`src/rtl/pulse_monitor.sv`:
```
// Tick-interval monitor: measures cycles between rising edges of pulse_in, grades them
// against EXPECTED +/- TOL, and flags loss after TIMEOUT. Optional running average under PULSE_MONITOR_AVG_EN.
module pulse_monitor #(
   parameter int EXPECTED = 1_000_000,
   parameter int TOL      = 1_000,
   parameter int TIMEOUT  = 2_000_000,
   parameter int WIDTH    = 32
) (
   input  logic             clk,
   input  logic             rst,
   input  logic             pulse_in,
   input  logic             clear,
   output logic [WIDTH-1:0] period,
   output logic             period_valid,
   output logic             in_range,
   output logic             early,
   output logic             lost,
   output logic [15:0]      pulse_count
`ifdef PULSE_MONITOR_AVG_EN
   ,
   output logic [WIDTH-1:0] avg_period
`endif
);

   // Lower bound clamps to zero when the tolerance exceeds the nominal period.
   localparam int              LO_INT = (TOL > EXPECTED) ? 0 : EXPECTED - TOL;
   localparam logic [WIDTH-1:0] LO_B   = WIDTH'(LO_INT);
   localparam logic [WIDTH-1:0] HI_B   = WIDTH'(EXPECTED + TOL);
   localparam logic [WIDTH-1:0] TMO    = WIDTH'(TIMEOUT);
   localparam logic [WIDTH-1:0] TMO_M1 = WIDTH'(TIMEOUT - 1);
   localparam logic [WIDTH-1:0] ONE    = WIDTH'(1);

   typedef enum logic [1:0] {IDLE, TRACK, LOST} state_t;

   state_t           state, state_nxt;
   logic             pulse_q;
   logic             edge_det;
   logic [WIDTH-1:0] cnt, cnt_nxt;
   logic [WIDTH-1:0] period_nxt;
   logic             pv_nxt, ir_nxt, early_nxt, lost_nxt;
   logic [15:0]      pc_nxt;
`ifdef PULSE_MONITOR_AVG_EN
   logic [WIDTH-1:0] avg_nxt;
   logic             avg_init, avg_init_nxt;
`endif

   function automatic logic [WIDTH-1:0] sat_inc(input logic [WIDTH-1:0] v);
      return (v >= TMO) ? TMO : v + ONE;
   endfunction

`ifdef PULSE_MONITOR_AVG_EN
   function automatic logic [WIDTH-1:0] avg_update(input logic [WIDTH-1:0] avg,
                                                    input logic [WIDTH-1:0] sample);
      return avg - (avg >> 3) + (sample >> 3);
   endfunction
`endif

   assign edge_det = pulse_in & ~pulse_q;

   always_comb begin
      state_nxt  = state;
      cnt_nxt    = edge_det ? ONE : sat_inc(cnt);
      period_nxt = period;
      pv_nxt     = 1'b0;
      ir_nxt     = in_range;
      early_nxt  = early;
      lost_nxt   = lost;
      pc_nxt     = pulse_count;
`ifdef PULSE_MONITOR_AVG_EN
      avg_nxt      = avg_period;
      avg_init_nxt = avg_init;
`endif
      if (clear) begin
         state_nxt  = IDLE;
         cnt_nxt    = '0;
         period_nxt = '0;
         ir_nxt     = 1'b0;
         early_nxt  = 1'b0;
         lost_nxt   = 1'b0;
         pc_nxt     = '0;
`ifdef PULSE_MONITOR_AVG_EN
         avg_nxt      = '0;
         avg_init_nxt = 1'b0;
`endif
      end else begin
         case (state)
            IDLE: begin
               if (edge_det) state_nxt = TRACK;
            end
            TRACK: begin
               if (edge_det) begin
                  period_nxt = cnt;
                  pv_nxt     = 1'b1;
                  pc_nxt     = pulse_count + 16'd1;
                  ir_nxt     = (cnt >= LO_B) && (cnt <= HI_B);
                  early_nxt  = (cnt < LO_B);
`ifdef PULSE_MONITOR_AVG_EN
                  avg_nxt      = avg_init ? avg_update(avg_period, cnt) : cnt;
                  avg_init_nxt = 1'b1;
`endif
               end else if (cnt == TMO_M1) begin
                  lost_nxt  = 1'b1;
                  ir_nxt    = 1'b0;
                  state_nxt = LOST;
               end
            end
            LOST: begin
               // The interval spanning the loss is discarded; only re-arm.
               if (edge_det) begin
                  lost_nxt  = 1'b0;
                  state_nxt = TRACK;
               end
            end
            default: state_nxt = IDLE;
         endcase
      end
   end

   always_ff @(posedge clk or posedge rst) begin
      if (rst) begin
         state        <= IDLE;
         pulse_q      <= 1'b0;
         cnt          <= '0;
         period       <= '0;
         period_valid <= 1'b0;
         in_range     <= 1'b0;
         early        <= 1'b0;
         lost         <= 1'b0;
         pulse_count  <= '0;
`ifdef PULSE_MONITOR_AVG_EN
         avg_period   <= '0;
         avg_init     <= 1'b0;
`endif
      end else begin
         state        <= state_nxt;
         pulse_q      <= pulse_in;
         cnt          <= cnt_nxt;
         period       <= period_nxt;
         period_valid <= pv_nxt;
         in_range     <= ir_nxt;
         early        <= early_nxt;
         lost         <= lost_nxt;
         pulse_count  <= pc_nxt;
`ifdef PULSE_MONITOR_AVG_EN
         avg_period   <= avg_nxt;
         avg_init     <= avg_init_nxt;
`endif
      end
   end

endmodule

```
`config.mk`:
```
export PLATFORM = sky130hd
export DESIGN_NAME = pulse_monitor
export DESIGN_NICKNAME = d
export VERILOG_FILES = /design/src/rtl/pulse_monitor.sv
export SDC_FILE = /design/constraint.sdc
export NUM_CORES = 1
export LEC_CHECK = 0
export CORE_ASPECT_RATIO = 0.9
export CORE_MARGIN = 8
export CORE_UTILIZATION = 30
export CTS_CLUSTER_SIZE = 24
export DETAILED_ROUTE_END_ITERATION = 8
export PLACE_DENSITY = 0.54
export SLEW_MARGIN = 15
export SYNTH_ARGS = -nofsm -noshare
export SYNTH_HDL_FRONTEND = slang
export SYNTH_SLANG_ARGS = --single-unit
export TNS_END_PERCENT = 10
```
`constraint.sdc`:
```
create_clock -name clk -period 3.3 [get_ports clk]
set_input_delay 0.33 -clock clk [delete_from_list [all_inputs] [get_ports clk]]
set_output_delay 0.33 -clock clk [all_outputs]
set_load 0.02 [all_outputs]
```
# Word level (Yosys, flattened, before mapping)
# Cells that the tools add are included.
[totals]
reg_bits = 87
wordCells = 64
[op_classes]
add_sub_neg = 2
magnitude_cmp = 4
n_eq_ne = 7
n_mux = 29
bitwise_logic = 2
n_reduce_logical = 11
[op_table]
columns = ["operator", "n"]
rows = [
  ["32-bit two-way mux", 6],
  ["16-bit two-way mux", 3],
  ["32-bit by 1-bit adder with 32-bit output (second input constant)", 1],
  ["32-bit by 21-bit == test with 1-bit output (second input constant)", 1],
  ["32-bit by 20-bit >= comparator with 1-bit output (second input constant)", 1],
  ["32-bit by 21-bit >= comparator with 1-bit output (second input constant)", 1],
  ["32-bit by 20-bit less-or-equal comparator with 1-bit output (second input constant)", 1],
  ["32-bit by 20-bit less-than comparator with 1-bit output (second input constant)", 1],
  ["16-bit by 1-bit adder with 16-bit output (second input constant)", 1],
  ["1-bit two-way mux", 14],
  ["3-bit inequality test (second input constant)", 3],
  ["2-bit two-way mux", 4],
  ["3-bit nonzero test", 2],
  ["2-bit one-hot mux with 2 select lines", 1],
  ["2-bit AND reduction", 2],
  ["4-bit AND reduction", 1],
  ["2-bit nonzero test", 2],
  ["3-bit by 1-bit inequality test with 1-bit output (second input constant)", 1],
  ["3-bit AND reduction", 1],
  ["2-bit by 1-bit == test with 1-bit output (second input constant)", 1],
  ["2-bit == test (second input constant)", 1],
  ["2-bit zero test", 1],
  ["1-bit one-hot mux with 2 select lines", 1],
  ["2-bit OR reduction", 1],
  ["other kinds (3)", 3],
]

# Depth between registers and ports, before layout
[depth]
ltp_word = 5
depth_mapped = 7
mapped_depth_nobuf = 6

# Worst setup path before layout
# No wires, ideal clock.
[synth_path]
path_kind = "flip-flop to flip-flop"
from = "reg cnt[9]"
to = "reg cnt[14]"
arrival_time_ns = 1.599
t_required_ns = 3.228
setup_slack_ns = 1.629
path_stages_with_launch = 8
n_path_buf = 2
cell_sequence = "dfrtp_1 -> buf_6 -> o31ai_4 -> nand3b_2 -> a221oi_4 -> nand2b_4 -> buf_6 -> nor2_1"
[synth_via]
elab_chain_len = 4
[synth_lines]
columns = ["item", "line_no", "source"]
rows = [
  ["start: declaration", "38", "logic [WIDTH-1:0] cnt, cnt_nxt;"],
  ["start signal: assignment", "137", "cnt <= cnt_nxt;"],
  ["32-bit by 1-bit adder with 32-bit output or 32-bit by 21-bit >= comparator with 1-bit output (tied branches)", "48", "return (v >= TMO) ? TMO : v + ONE;"],
  ["32-bit two-way mux (*)", "48", ""],
  ["32-bit two-way mux (*)", "62", "cnt_nxt = edge_det ? ONE : sat_inc(cnt);"],
  ["32-bit two-way mux (*)", "73", "if (clear) begin"],
  ["via cnt_nxt[14]", "38", ""],
]
# Mark *: on every way through the listed nets, which the timed path passes. The rest lies on a longest branch.
# A chain may end at the register's enable or synchronous reset.

# Worst setup path after layout
[layout_path]
from = "reg cnt[9]"
to = "reg cnt[4]"
[layout_via]
elab_chain_len = 4
[layout_lines]
columns = ["item", "line_no"]
rows = [
  ["32-bit by 21-bit >= comparator with 1-bit output", "48"],
  ["32-bit two-way mux", "48"],
  ["32-bit two-way mux", "62"],
  ["32-bit two-way mux", "73"],
  ["via cnt_nxt[4]", "38"],
]
# The timed path passes the listed nets, and every way through them passes these cells.

==> run_results.csv <==
group,metric,value,unit
status,status,"completed",
floorplanning,pin_count,56,
yosys,syn-cell-area,3860,µm²
power,p_sw_share,22.0,%
final_layout,utilization,38.8,%
power,pwr-share-clk,48.1,%
final_layout,drive_above_1_share,7.30,%
placement,numPlacedInstances,600,
floorplanning,die_h,124,µm
clock_tree,hold_buffers,0,
placement,io_buffers,55,
drt,vias_per_cell,4.57,
drt,drtIter0Drc,171,
setup_path,startpoint_type,"flip-flop",
yosys,synth_top_family_by_area,"simple AND/OR/NAND/NOR gates",
sta,slew_violations,0,
placement,gp_congestion,0.805,
global_routing,grt_pass1_wl,15000,µm
yosys,synth_compound_area_share,8.53,%
setup_path,required,3.56,ns
final_layout,area_delta_synth_final,27.0,%
yosys,synthesis.area_per_instance,9.89,µm²
final_layout,final_common_cell,"dfrtp_1",
power,power,2.31,mW
sta,timing.final.crit_share,58.0,%
setup_path,cp-endpoint,"cnt[4]",
clock_tree,root_buffer,"clkbuf_16",
global_routing,grt_antenna_before_repair,0,
drt,wl_per_cell,14.4,µm
yosys,yosysUniqueCellTypes,41,
yosys,yosysSeqAreaShare,56.5,%
setup_path,r2r_end,"cnt[4]",
placement,dp_hpwl,6070,µm
power,p_leak,2.02,nW
floorplanning,die-area,16700,µm²
drt,wl,8840,µm
yosys,synth_xor_xnor_area_share,7.72,%
sta,min_period,1.91,ns
clock_tree,post_cts_buffers,0,
sta,setup_viol,0,
sta,fin_skew,0.00933,ns
run,cap_violations,0,
power,power.switching,0.509,mW
setup_path,rrSetupSlack,1.39,ns
drt,drc,0,
setup_path,critPathTopFamily,"compound AO/OA/AOI/OAI gates",
power,seqPwrFrac,47.8,%
final_layout,fin_cells,616,
final_layout,final_nets,454,
clock_tree,cts_tree,"yes",
setup_path,cp_max_fo,13,
sta,finalHoldViolations,0,
yosys,synth_adder_area_share,0.973,%
clock_tree,path_clk_slew,0.07,ns
power,internal-power,1.80,mW
global_routing,met3_usage,3.49,%
sta,tns,0,ns
clock_tree,cts_made_buffers,9,
sta,maxSlewHeadroom,45.6,%
global_routing,top_usage_layer,"met2",
global_routing,grt_usage,11.2,%
floorplanning,core-area,12600,µm²
final_layout,final_cell_mix,"87 x dfrtp_1, 83 x nand2_1, 54 x clkdlybuf4s50_1",
setup_path,reg2regPathDepth,5,
yosys,synth_edf_count,0,
setup_path,rr_startpoint,"cnt[9]",
setup_path,cp_slowest_cell,"a221oi_4",
clock_tree,ctsLongestPathBuffers,2,
yosys,synth_mux_area_share,0,%
setup_path,cp-end-kind,"flip-flop",
final_layout,diodes,0,
sta,worstMarginPinSlew,0.814,ns
clock_tree,htreeDepth,3,
global_routing,grt_max_degree,55,
floorplanning,initial_core_util,30.5,%
drt,first_pass_iters,4,
power,p_comb_share,4.1,%
power,max-vdd-ir-drop,0.237,mV
floorplanning,rows,39,
setup_path,path_cells,"o31ai_4 -> nand3b_2 -> a221oi_4 -> nand2b_4 -> nor2_1",
setup_path,startpoint,"cnt[9]",
global_routing,grt_pass1_vias,2893,
power,power-per-cell-area,472,nW/µm²
yosys,synth_top_flop_cell,"dfrtp_1",
drt,postRouteAntennaNets,0,
sta,rsz0062_at_grt,"no",
yosys,yosysWarnings,0,
global_routing,gr-total-overflow,0,
global_routing,grt_use_met1,15.7,%
yosys,yosys.area_share.simple,22.9,%
setup_path,path_buf_inv,0,
global_routing,grt_use_met2,16.3,%
setup_path,cp.arrival,2.18,ns
min_path,hp-class,"primary input to async pin",
clock_tree,cts_sinks,87,
floorplanning,fp.dieW,136,µm
clock_tree,insertion_delay,0.34,ns
setup_path,slowest_delay,0.55,ns
yosys,syn_inst,390,
clock_tree,cts_resized,0,
sta,max_freq,0.523,GHz
drt,via_count,2814,
setup_path,cp_num_cells,5,
yosys,ys_ff_latch,87,
setup_path,crit_type,"flip-flop to flip-flop",
yosys,ys_async_sr_fraction,100,%
## layer usage
layer	share of wire (%)	vias to the layer above
li1	-	1407
met1	51	1354
met2	43	47
met3	5.1	6
met4	0.75	0
met5	0	-
## cells by family (layout without fill, tap and decap cells)
| kind of cell | Yosys count | after routing |
|---|---|---|
| and+or+nand+nor | 182 | 182 |
| buffers and inverters | 28 | 80 |
| adders and majority gates | 3 | 3 |
| AOI/OAI and AO/OA | 55 | 55 |
| other | 1 | 11 |
| DFF | 87 | 87 |
| xor gates and xnor gates | 34 | 34 |
## cell usage after synthesis (all sizes together), types with 2 or more instances
cell type  instances  area share [%]
nor4b              2            0.45
inv                5            0.49
nand2b             5             1.0
xor2              22             5.0
o21a               2            0.39
nor4               4             1.0
nand2             83             8.1
nor3               5            0.91
ha                 3            0.97
nor2              38             3.7
nand3             13             1.7
a21oi             44             5.7
nand4             10             1.6
o21ai              4            0.52
and4               6             1.4
and3               9             1.5
buf                8             1.3
a221oi             2            0.91
dfrtp             87              56
xnor2             12             2.7
clkbuf            15             1.5
## how the worst min path moves through the flow
| stage | start | endpoint | depth (start not counted) | slack [ns] |
|---|---|---|---|---|
| 4_1_cts | rst | period[24] | 2 | 0.48 |
| 3_3_place_gp | state[1] | state[0] | 1 | 0.50 |
| 3_5_place_dp | state[1] | state[0] | 1 | 0.51 |
| 5_1_grt | pulse_in | pulse_q | 1 | 0.50 |
| 6_report | rst | period[24] | 2 | 0.45 |
| 2_1_floorplan | pulse_in | pulse_q | 0 | 0.36 |
## power groups by stage
stage	Combinational, mW	Sequential [mW]	Clock [mW]
floorplan	0.0623	1.12	0
global placement	0.0957	1.13	0
detailed placement	0.0971	1.13	0
CTS	0.0973	1.11	1.15
global route	0.109	1.11	1.19
finish	0.0941	1.11	1.11
## metrics by stage
step	instance area, µm²	setup WS (ns)	hold WS [ns]
after floorplan	3890	0.720	0.361
after global placement	4570	1.22	0.499
after detailed placement	4570	1.16	0.511
after CTS	4900	1.34	0.476
after global routing	4900	1.18	0.502
final	4900	1.39	0.445
## registers in the layout, indices dropped and copies added (netlist names)
signal,count
pulse_q,1
state,2
in_range,1
period,32
pulse_count,16
lost,1
cnt,32
early,1
period_valid,1
## final cells by class
class	instances	area [µm²]
Fill cell	1273	7740
Sequential cell	87	2180
Multi-Input combinational cell	285	1590
Timing Repair Buffer	59	576
Clock buffer	10	239
Tap cell	164	205
Clock inverter	6	91.3
Inverter	5	20.0
Note: power is estimated with default switching activity, not from simulation.
